**src/rtl/vend_param_fsm.sv**
```systemverilog
// Moore vending controller for one product line: coin credit, vend, change/refund,
// stock tracking with sold-out lockout and refill.
module vend_param_fsm #(
   parameter int unsigned PRICE      = 3,
   parameter int unsigned CREDIT_W   = 4,
   parameter int unsigned STOCK_INIT = 4,
   parameter int unsigned STOCK_W    = 3
) (
   input  logic                clk,
   input  logic                reset,
   input  logic                rs5,
   input  logic                rs10,
   input  logic                cancel,
   input  logic                refill,
   output logic                item1,
   output logic                rs5out,
   output logic [CREDIT_W-1:0] credit,
   output logic [STOCK_W-1:0]  stock,
   output logic                sold_out,
   output logic                busy
);

   typedef enum logic [2:0] {IDLE, COLLECT, VEND, CHANGE, SOLDOUT} state_t;

   localparam logic [CREDIT_W-1:0] PRICE_C = CREDIT_W'(PRICE);
   localparam logic [STOCK_W-1:0]  STOCK_C = STOCK_W'(STOCK_INIT);
   localparam logic [CREDIT_W-1:0] ONE_C   = CREDIT_W'(1);
   localparam logic [STOCK_W-1:0]  ONE_S   = STOCK_W'(1);

   state_t              state, state_n;
   logic [CREDIT_W-1:0] credit_n, coin, sum, remain;
   logic [STOCK_W-1:0]  stock_n, stock_dec;

   // {rs10, rs5} is already 2*rs10 + rs5
   assign coin      = CREDIT_W'({rs10, rs5});
   assign sum       = credit + coin;
   assign remain    = credit - PRICE_C;
   assign stock_dec = stock - ONE_S;

   // Strobes are registered from the next state so they never glitch on decode
   always_ff @(posedge clk or negedge reset) begin
      if (!reset) begin
         state    <= IDLE;
         credit   <= '0;
         stock    <= STOCK_C;
         item1    <= 1'b0;
         rs5out   <= 1'b0;
         sold_out <= 1'b0;
         busy     <= 1'b0;
      end else begin
         state    <= state_n;
         credit   <= credit_n;
         stock    <= stock_n;
         item1    <= (state_n == VEND);
         rs5out   <= (state_n == CHANGE);
         sold_out <= (state_n == SOLDOUT);
         busy     <= (state_n == VEND) || (state_n == CHANGE);
      end
   end

   always_comb begin
      state_n  = state;
      credit_n = credit;
      stock_n  = stock;
      case (state)
         IDLE, COLLECT: begin
            if (state == IDLE && refill) stock_n = STOCK_C;
            if (state == COLLECT && cancel) begin
               credit_n = sum;
               state_n  = CHANGE;
            end else if (coin != '0) begin
               credit_n = sum;
               state_n  = (sum >= PRICE_C) ? VEND : COLLECT;
            end
         end
         VEND: begin
            credit_n = remain;
            stock_n  = stock_dec;
            if (remain != '0)          state_n = CHANGE;
            else if (stock_dec == '0)  state_n = SOLDOUT;
            else                       state_n = IDLE;
         end
         CHANGE: begin
            credit_n = credit - ONE_C;
            if (credit == ONE_C) state_n = (stock == '0) ? SOLDOUT : IDLE;
         end
         SOLDOUT: begin
            if (refill) begin
               stock_n = STOCK_C;
               state_n = IDLE;
            end
            // a coin offered while locked out (even alongside refill) is handed back
            if (coin != '0) begin
               credit_n = coin;
               state_n  = CHANGE;
            end
         end
         default: state_n = IDLE;
      endcase
   end

endmodule

```
**config.mk**
```make
export PLATFORM = sky130hd
export DESIGN_NAME = vend_param_fsm
export DESIGN_NICKNAME = d
export VERILOG_FILES = /design/src/rtl/vend_param_fsm.sv
export SDC_FILE = /design/constraint.sdc
export NUM_CORES = 1
export LEC_CHECK = 0
export CAP_MARGIN = 20
export CORE_AREA = 2 2 63 65
export CTS_CLUSTER_SIZE = 20
export DETAILED_ROUTE_END_ITERATION = 8
export DIE_AREA = 0 0 65 67
export GPL_ROUTABILITY_DRIVEN = 0
export PLACE_DENSITY = 0.49
export SYNTH_ARGS = -nofsm -noshare
export SYNTH_HDL_FRONTEND = slang
export SYNTH_SLANG_ARGS = --single-unit
```
**constraint.sdc**
```tcl
create_clock -name clk -period 2.11 [get_ports clk]
set_input_delay 0.422 -clock clk [delete_from_list [all_inputs] [get_ports clk]]
set_output_delay 0.422 -clock clk [all_outputs]
set_load 0.005 [all_outputs]
```
==> reports/metrics.cfg, run 1 <==
[setup_path]
reg2reg_slack_ps=220
required_ps=2220
critPathCaptureType=register
path_class=primary input to register
max_stage_delay_ps=550
crit_fanout=4
critPathSlowestCell=fa_1
crit_chain=clkdlybuf4s50_1 > inv_1 > fa_1 > o21ai_1 > nor3b_1 > o31ai_1
arrival_ps=2060
start_kind=primary input

[global_route]
grt_pass1_vias=917
grt_pass1_wl_um=4510
grt_usage_pct=13.8
grt-ovfl-total=0
grt_max_degree=15
antenna_found_initial=0

[timing]
fin_ws_ps=154
fin_crit_ps=1960
setup_violations=0
rsz0062_at_grt=no
finClkSkew_ps=6.71
fmax_mhz=511
slew_headroom_pct=54.9
finalMaxSlewViolations=0
hold_ws_ps=544
tightest_slew_ps=674
finalCritPeriodShare_pct=92.7
report.final.hold_viol_count=0

[floorplan]
floorplan.initialDensity_pct=29.8
die-area_sq_um=4360
ios=17
row_count=22
die_width_um=65
core_sq_um=3610
die_h_um=67

[pwr]
switching_share_pct=41.6
power.share.sequential_pct=27.9
leakage_nw=0.596
p_sw_w=0.000877
combPwrFrac_pct=59.7
cell_internal_pwr_w=0.00123
ir_drop_uv=440
power.share.clock_pct=12.3
powerDensity_nw_per_um2=1520

[flow_run]
max_cap_viol_count=0

[detailed_routing]
wirelength_um=2550
ant_nets=0
first_iter_violations=21
vias=921
vias_per_cell=4.90
drc_errors=0
wire_per_inst_um=13.6
drt_first_pass_iters=4

[logic_synthesis]
syn-instance-count=117
yosysTopAreaCellShare_pct=30.2
synth_area_sq_um=1080
async_flop_share_pct=100
ys_types=47
yosysWarnings=0
synth-edff-count=0
synth-seq-cells=14
synth_fp_nets=132
seq_area_frac_synth_pct=32.7
synth_area_leaders=dfrtp_1 30%, ha_1 9.3%, mux2i_1 4.7%
synth_largest_area_cell=dfrtp_1
avgSynthCellArea_sq_um=9.20
ys.flop_type=dfrtp_1

[place]
place.port_buffers=16
hpwl_um=2030
pre_cts_ws_ps=-355

[clocking]
cts_tree=built
postCtsHoldBufs=0
cts_sinks=14
post-cts-setup-buffer-count=0
htreeDepth=1
cts_made_buffers=3
clk_pin_slew_ps=60
ctsRootBufferMaster=clkbuf_8
clkLatencyLatePin_ps=250
clockBufferDepth=2
post_cts_resized=3

[status]
status=completed

[final_layout]
syn2layout_area_growth_pct=28.5
drive_gt1_share_pct=14.3
insertedDiodeCount=0
num-nets-final=156
mostFrequentLayoutCells=15 x clkdlybuf4s50_1, 13 x dfrtp_1, 11 x inv_1
final_common_cell=clkdlybuf4s50_1

[min_path]
hold_path.class=register to register

## worst max-delay path: cells and delay by family
kind                       cells  cell delay (ps)
adders and majority gates      1              550
and+or+nand+nor                1              290
AOI/OAI and AO/OA              2              230
buffers and inverters          2              560
## final cells by class
type                            instances  area [sq um]
Fill cell                             364          2220
Multi-Input combinational cell         86           652
Sequential cell                        14           352
Timing Repair Buffer                   24           219
Tap cell                               48          60.1
Clock buffer                            4          55.1
Inverter                               12          45.0
## sequential cells by signal, indices dropped and copies added, names as in the netlist
signal,count
sold_out,1
busy,1
credit,4
state,3
stock,3
rs5out,1
item1,1
## synthesized netlist by cell type (2+ instances only)
master    instances
a211o_1           2
a21boi_0          2
a21oi_1           5
a22o_1            2
a31oi_1           2
buf_2             3
dfrtp_1          13
ha_1              8
inv_1            11
mux2_2            2
mux2i_1           5
nand2_1           7
nand2b_1          4
nor2_1            6
nor3_1            3
nor4b_1           2
o21ai_0           7
o31ai_1           3
xnor2_1           2
## power by group through the flow
stage / Sequential (W) / Clock [W] / Combinational [W]
2_1_floorplan: 0.000530 / 0 / 0.000875
3_3_place_gp: 0.000592 / 0 / 0.00125
3_5_place_dp: 0.000596 / 0 / 0.00125
4_1_cts: 0.000594 / 0.000270 / 0.00127
5_1_grt: 0.000617 / 0.000285 / 0.00143
6_report: 0.000589 / 0.000260 / 0.00126
## cells by family after synthesis
family	after synthesis	share of synthesized area (%)
buffers and inverters	17	6.98
AND/OR/NAND/NOR	31	15.6
adder cells (fa/ha/maj)	10	12.1
XOR/XNOR	3	2.44
multiplexers	7	6.74
AO/OA/AOI/OAI	35	23.5
flip-flops	14	32.7
## worst paths after layout
check	start	end	cells past startpoint
setup reg to reg	credit[0]	busy	6
max in group asynchronous	reset	state[2]	1
hold / removal	stock[1]	stock[1]	2
min in group asynchronous	reset	credit[3]	1
setup / recovery	rs10	busy	6
hold reg to reg	stock[1]	stock[1]	2
## metal layers
| metal | track usage (%) | wire length, um |
|---|---|---|
| met5 | 0 | 0 |
| met4 | 3.19 | 31 |
| met3 | 4.22 | 100 |
| met2 | 22.8 | 1260 |
| met1 | 17.5 | 1150 |
## stage by stage
stage	total power [W]	setup TNS [ps]	util, %	cells	area (sq um)
3_3_place_gp	0.00184	-1470	36.8	184	1330
4_1_cts	0.00213	0	38.3	188	1380
6_report	0.00211	0	38.3	188	1380
2_1_floorplan	0.00141	0	-	117	1080
3_5_place_dp	0.00185	-1790	36.8	184	1330
5_1_grt	0.00233	0	38.3	188	1380
(Power assumes the default switching activity.)
==> run 2: changes to the inputs <==
--- a/config.mk
+++ b/config.mk
@@ -11,6 +11,7 @@
 export DETAILED_ROUTE_END_ITERATION = 8
 export DIE_AREA = 0 0 65 67
 export GPL_ROUTABILITY_DRIVEN = 0
+export GPL_TIMING_DRIVEN = 0
 export PLACE_DENSITY = 0.49
 export SYNTH_ARGS = -nofsm -noshare
 export SYNTH_HDL_FRONTEND = slang
==> reports/metrics.cfg, run 2 (synthesis gave the netlist of run 1 again) <==
[clocking]
ctsRootBufferMaster=clkbuf_8
clkLatencyLatePin_ps=250  ; about the same
clockBufferDepth=2  ; unchanged
htreeDepth=1  ; unchanged
clk_pin_slew_ps=60  ; about the same
cts_made_buffers=3  ; unchanged
cts_sinks=14  ; unchanged
cts_tree=built

[pwr]
leakage_nw=0.592  ; -0.78%
p_total_w=0.00218  ; +3.5%
powerDensity_nw_per_um2=1580  ; +3.9%
ir_drop_uv=645  ; +46%

[flow_run]
max_cap_viol_count=0  ; unchanged

[detailed_routing]
wire_per_inst_um=14.3  ; +5.8%
drt_first_pass_iters=4  ; unchanged
ant_nets=0  ; unchanged
drc_errors=0  ; unchanged
vias_per_cell=4.96  ; +1.2%
vias=932  ; +1.2%
first_iter_violations=33  ; +57%
wirelength_um=2700  ; +5.8%

[floorplan]
die_h_um=67  ; unchanged
row_count=22  ; unchanged
die_width_um=65  ; unchanged
die-area_sq_um=4360  ; unchanged
core_sq_um=3610  ; unchanged
ios=17  ; unchanged
floorplan.initialDensity_pct=29.8  ; unchanged

[final_layout]
num-nets-final=156  ; unchanged
fin_area_sq_um=1380  ; -0.36%
top_register=credit
postLayoutCoreUtil_pct=38.2  ; -0.14 points
fillerInstances=369  ; +1.4%
instances_no_fill=188  ; unchanged
mostFrequentLayoutCells=14 x clkdlybuf4s50_1, 12 x dfrtp_1, 11 x inv_1
drive_gt1_share_pct=15.7  ; +1.4 points
insertedDiodeCount=0  ; unchanged
final_common_cell=clkdlybuf4s50_1
largest_reg_flops=4  ; unchanged
reg_top3=credit: 4 flops, state: 3 flops, stock: 3 flops
syn2layout_area_growth_pct=28.0

[global_route]
grt_max_degree=15  ; unchanged
antenna_found_initial=0  ; unchanged
grt_usage_pct=14.1  ; +0.35 points
grt-ovfl-total=0  ; unchanged
grt_pass1_vias=911  ; -0.65%
grt_pass1_wl_um=4580  ; +1.7%

[setup_path]
reg2reg_slack_ps=140  ; -80 ps
path_class=register to register
rr_startpoint=credit[0]
crit_chain=ha_1 > inv_1 > fa_1 > nand2b_1 > o311ai_0 > a22o_1 > mux2i_1
crit_fanout=6  ; +2
reg2reg_to=credit[1]
max_stage_delay_ps=480  ; -70 ps
arrival_ps=2130  ; +70 ps
r2r_cells=7  ; +1
critPathCaptureType=register
required_ps=2280  ; +60 ps
cp-startpoint=credit[0]
start_kind=register
crit_end=credit[1]
critPathSlowestCell=fa_1

[timing]
finalMaxSlewViolations=0  ; unchanged
finalCritPeriodShare_pct=93.2  ; +0.54 points
rsz0062_at_grt=no
fin_crit_ps=1970  ; +11.5 ps
slew_headroom_pct=56.0  ; +1.1 points
tightest_slew_ps=658  ; -16.4 ps
finClkSkew_ps=4.19  ; -2.52 ps
setup_violations=0  ; unchanged
fmax_mhz=508  ; -0.58%
setup_tns_ps=0  ; unchanged
report.final.hold_viol_count=0  ; unchanged

[place]
placed_area_sq_um=1300  ; -2.3%
place.port_buffers=16  ; unchanged
hpwl_um=2070  ; +1.8%
dp_cells=181  ; -1.6%

[min_path]
hold_path.class=register to register

[status]
status=completed

==> run 2: cell types whose count changed in the layout (fill, tap and decap cells not counted), sizes merged <==
cell,delta
clkdlybuf4s50,-1
buf,-1
clkbuf,+2
==> run 2: how the worst min path moves through the flow <==
| stage | from | end | slack [ps] | depth (start not counted) |
|---|---|---|---|---|
| 2_1_floorplan | reset | busy | 130 | 0 |
| 3_3_place_gp | stock[2] | stock[2] | 520 | 2 |
| 3_5_place_dp | stock[1] | stock[1] | 530 | 2 |
| 4_1_cts | stock[2] | stock[2] | 550 | 2 |
| 5_1_grt | stock[2] | stock[2] | 580 | 2 |
| 6_report | stock[1] | stock[1] | 540 | 2 |
==> run 2: what timing repair did <==
| item | 4_1_cts | 5_1_grt |
|---|---|---|
| gates resized for setup | 6 | 2 |
| gates cloned | 0 | 0 |
| setup buffers | 0 | 3 |
| pin swaps | 0 | 1 |
| hold buffers | 0 | 0 |
| setup endpoints to repair | 6 | 5 |
==> run 2: area by class of cell <==
type                       instances  area, sq um  area share, %
inverter                          12         45.0           3.27
clock buffer                       4         55.1           4.00
multi-input combinational         86          658           47.8
sequential                        14          353           25.6
buffer                             5         30.0           2.18
tap                               48         60.1           4.36
timing repair buffer              19          176           12.8
==> run 2: metal layers <==
metal / vias up / GRT usage, % / share of wire (%)
li1: 465 / - / -
met1: 451 / 17.3 / 45
met2: 12 / 24.9 / 51
met3: 4 / 4.05 / 2.7
met4: 0 / 2.39 / 0.85
met5: - / 0 / 0
==> run 2: where the power goes <==
part | internal, W | switching (W)
clock | 0.000165 | 0.0000968
sequential | 0.000406 | 0.000134
combinational | 0.000697 | 0.000681
total | 0.00127 | 0.000912
==> run 2: critical path, delay by kind of cell (launching register included) <==
| kind | cells | cell delay, ps |
|---|---|---|
| adder cells (fa/ha/maj) | 2 | 720 |
| AND/OR/NAND/NOR | 1 | 100 |
| flip-flops | 1 | 440 |
| buffers and inverters | 1 | 90 |
| AO/OA/AOI/OAI | 2 | 390 |
| multiplexers | 1 | 150 |
==> run 2: stage by stage <==
step	hold WS (ps)	setup slack, ps
after global routing	583	1.61
final	537	143
after detailed placement	534	-692
after CTS	545	51.6
after floorplan	126	223
after global placement	522	-633
==> run 3: changes to the inputs <==
--- a/config.mk
+++ b/config.mk
@@ -12,7 +12,6 @@
 export DIE_AREA = 0 0 65 67
 export GPL_ROUTABILITY_DRIVEN = 0
 export GPL_TIMING_DRIVEN = 0
-export PLACE_DENSITY = 0.49
 export SYNTH_ARGS = -nofsm -noshare
 export SYNTH_HDL_FRONTEND = slang
 export SYNTH_SLANG_ARGS = --single-unit
==> constraint.sdc (replaced) <==
create_clock -name clk -period 2.2 [get_ports clk]
set_input_delay 0.44 -clock clk [delete_from_list [all_inputs] [get_ports clk]]
set_output_delay 0.44 -clock clk [all_outputs]
set_load 0.005 [all_outputs]
==> reports/metrics.cfg, run 3 (synthesis gave the netlist of run 1 again) <==
[status]
status=completed

[place]
pre_cts_ws_ps=-509  ; +182 ps
place.port_buffers=16  ; unchanged
dp_cells=181  ; unchanged
hpwl_um=1940  ; -6.2%

[clocking]
htreeDepth=1  ; unchanged
clkLatencyLatePin_ps=250  ; about the same
post-cts-setup-buffer-count=0  ; unchanged
ctsRootBufferMaster=clkbuf_8
cts_tree=built
clockBufferDepth=2  ; unchanged
clk_pin_slew_ps=60  ; about the same
postCtsHoldBufs=0  ; unchanged
cts_sinks=14  ; unchanged
cts_made_buffers=3  ; unchanged

[pwr]
p_total_w=0.00205  ; -6.1%
leakage_nw=0.578  ; -2.2%
ir_drop_uv=386  ; -40%
powerDensity_nw_per_um2=1510  ; -4.8%

[detailed_routing]
vias=939  ; +0.75%
wire_per_inst_um=13.4  ; -6.3%
drt_first_pass_iters=5  ; +1
first_iter_violations=44  ; +33%
vias_per_cell=5.08  ; +2.4%
drc_errors=0  ; unchanged
wirelength_um=2490  ; -7.8%
ant_nets=0  ; unchanged

[timing]
fin_crit_ps=2060
fin_ws_ps=139  ; -3.99 ps
rsz0062_at_grt=no
setup_violations=0  ; unchanged
finalCritPeriodShare_pct=93.7
hold_ws_ps=543  ; +5.88 ps
report.final.hold_viol_count=0  ; unchanged
fmax_mhz=485
slew_headroom_pct=59.3  ; +3.3 points
tightest_slew_ps=609  ; -49.4 ps
finalMaxSlewViolations=0  ; unchanged
finClkSkew_ps=3.17  ; -1.03 ps

[floorplan]
row_count=22  ; unchanged
die-area_sq_um=4360  ; unchanged
ios=17  ; unchanged
die_width_um=65  ; unchanged
floorplan.initialDensity_pct=29.8  ; unchanged
die_h_um=67  ; unchanged
core_sq_um=3610  ; unchanged

[global_route]
grt_pass1_vias=879  ; -3.5%
use_met3_pct=3.55  ; -0.51 points
grt_usage_pct=12.5  ; -1.6 points
grt_max_degree=15  ; unchanged
grt_util_met2_pct=21.6  ; -3.2 points
grt-ovfl-total=0  ; unchanged
grt_use_met1_pct=15.3  ; -2.0 points
gr-max-usage-layer=met2
grt_pass1_wl_um=4110  ; -10%
antenna_found_initial=0  ; unchanged

[setup_path]
arrival_ps=2190  ; +60 ps
worst-path-stages=7  ; unchanged
critPathSlowestCell=fa_1
required_ps=2330  ; +50 ps
r2r_cells=6  ; -1
path_class=primary input to register
reg2reg_to=item1
start_kind=primary input
crit_fanout=5  ; -1
crit_buf_inv=2  ; +1
cp-startpoint=rs5
critPathCaptureType=register
crit_chain=dlygate4sd2_1 > ha_1 > inv_1 > fa_1 > o21ai_2 > nor2_1 > nor4b_1
crit_end=item1
rr_startpoint=credit[0]
critPathTopFamily=adder cells
max_stage_delay_ps=520  ; +40 ps
reg2reg_slack_ps=190  ; +50 ps

[min_path]
hold_path.class=register to register

[final_layout]
instances_no_fill=185  ; -1.6%
num-nets-final=153  ; -1.9%
largest_reg_flops=4  ; unchanged
syn2layout_area_growth_pct=26.3
mostFrequentLayoutCells=14 x clkdlybuf4s50_1, 12 x dfrtp_1, 11 x inv_1
insertedDiodeCount=0  ; unchanged
reg_top3=credit: 4 flops, state: 3 flops, stock: 3 flops
drive_gt1_share_pct=13.1  ; -2.6 points
top_register=credit
final_common_cell=clkdlybuf4s50_1

[flow_run]
max_cap_viol_count=0  ; unchanged

[run 3: worst register-to-register path, stage by stage, from the launching register on]
cell and delay, ps:
dfrtp_2 460, ha_1 240, inv_1 70, fa_1 520, o21ai_2 230, nor2_1 60, nor4b_1 310
[run 3: how the worst min path moves through the flow]
| stage | from | slack (ps) | to | depth (start not counted) |
|---|---|---|---|---|
| after global placement | stock[2] | 510 | stock[2] | 2 |
| final | stock[2] | 540 | stock[2] | 2 |
| after global routing | stock[2] | 570 | stock[2] | 2 |
| after detailed placement | stock[2] | 530 | stock[2] | 2 |
| after floorplan | reset | 140 | busy | 0 |
| after CTS | stock[2] | 540 | stock[2] | 2 |
[run 3: cell type report]
cell class / count / area, sq um
sequential: 14 / 353
buffer: 5 / 30.0
tap: 48 / 60.1
timing repair buffer: 16 / 158
fill: 366 / 2250
inverter: 12 / 45.0
multi-input combinational: 86 / 658
clock buffer: 4 / 55.1
[run 3: what timing repair did]
item	CTS	global route
pin swaps	1	0
endpoints found under the setup margin	5	1
gates resized for setup	5	1
[run 3: power breakdown]
group          switching [W]  internal (W)  total [W]
clock              0.0000936      0.000159   0.000252
combinational       0.000629      0.000637    0.00127
sequential          0.000139      0.000390   0.000529
total               0.000862       0.00119    0.00205
[run 3: metrics by stage]
stage | setup TNS [ps] | instance area [sq um] | utilization [%]
finish | 0 | 1360 | 37.7
detailed placement | -2460 | 1300 | 35.9
global route | 0 | 1360 | 37.7
CTS | 0 | 1360 | 37.6
global placement | -2370 | 1300 | 35.9
floorplan | 0 | 1080 | -
[run 3: layer usage]
layer  vias up  share of wire, %
li1        458                 -
met1       458                45
met2        19                51
met3         4               3.6
met4         0              0.76
met5         -                 0
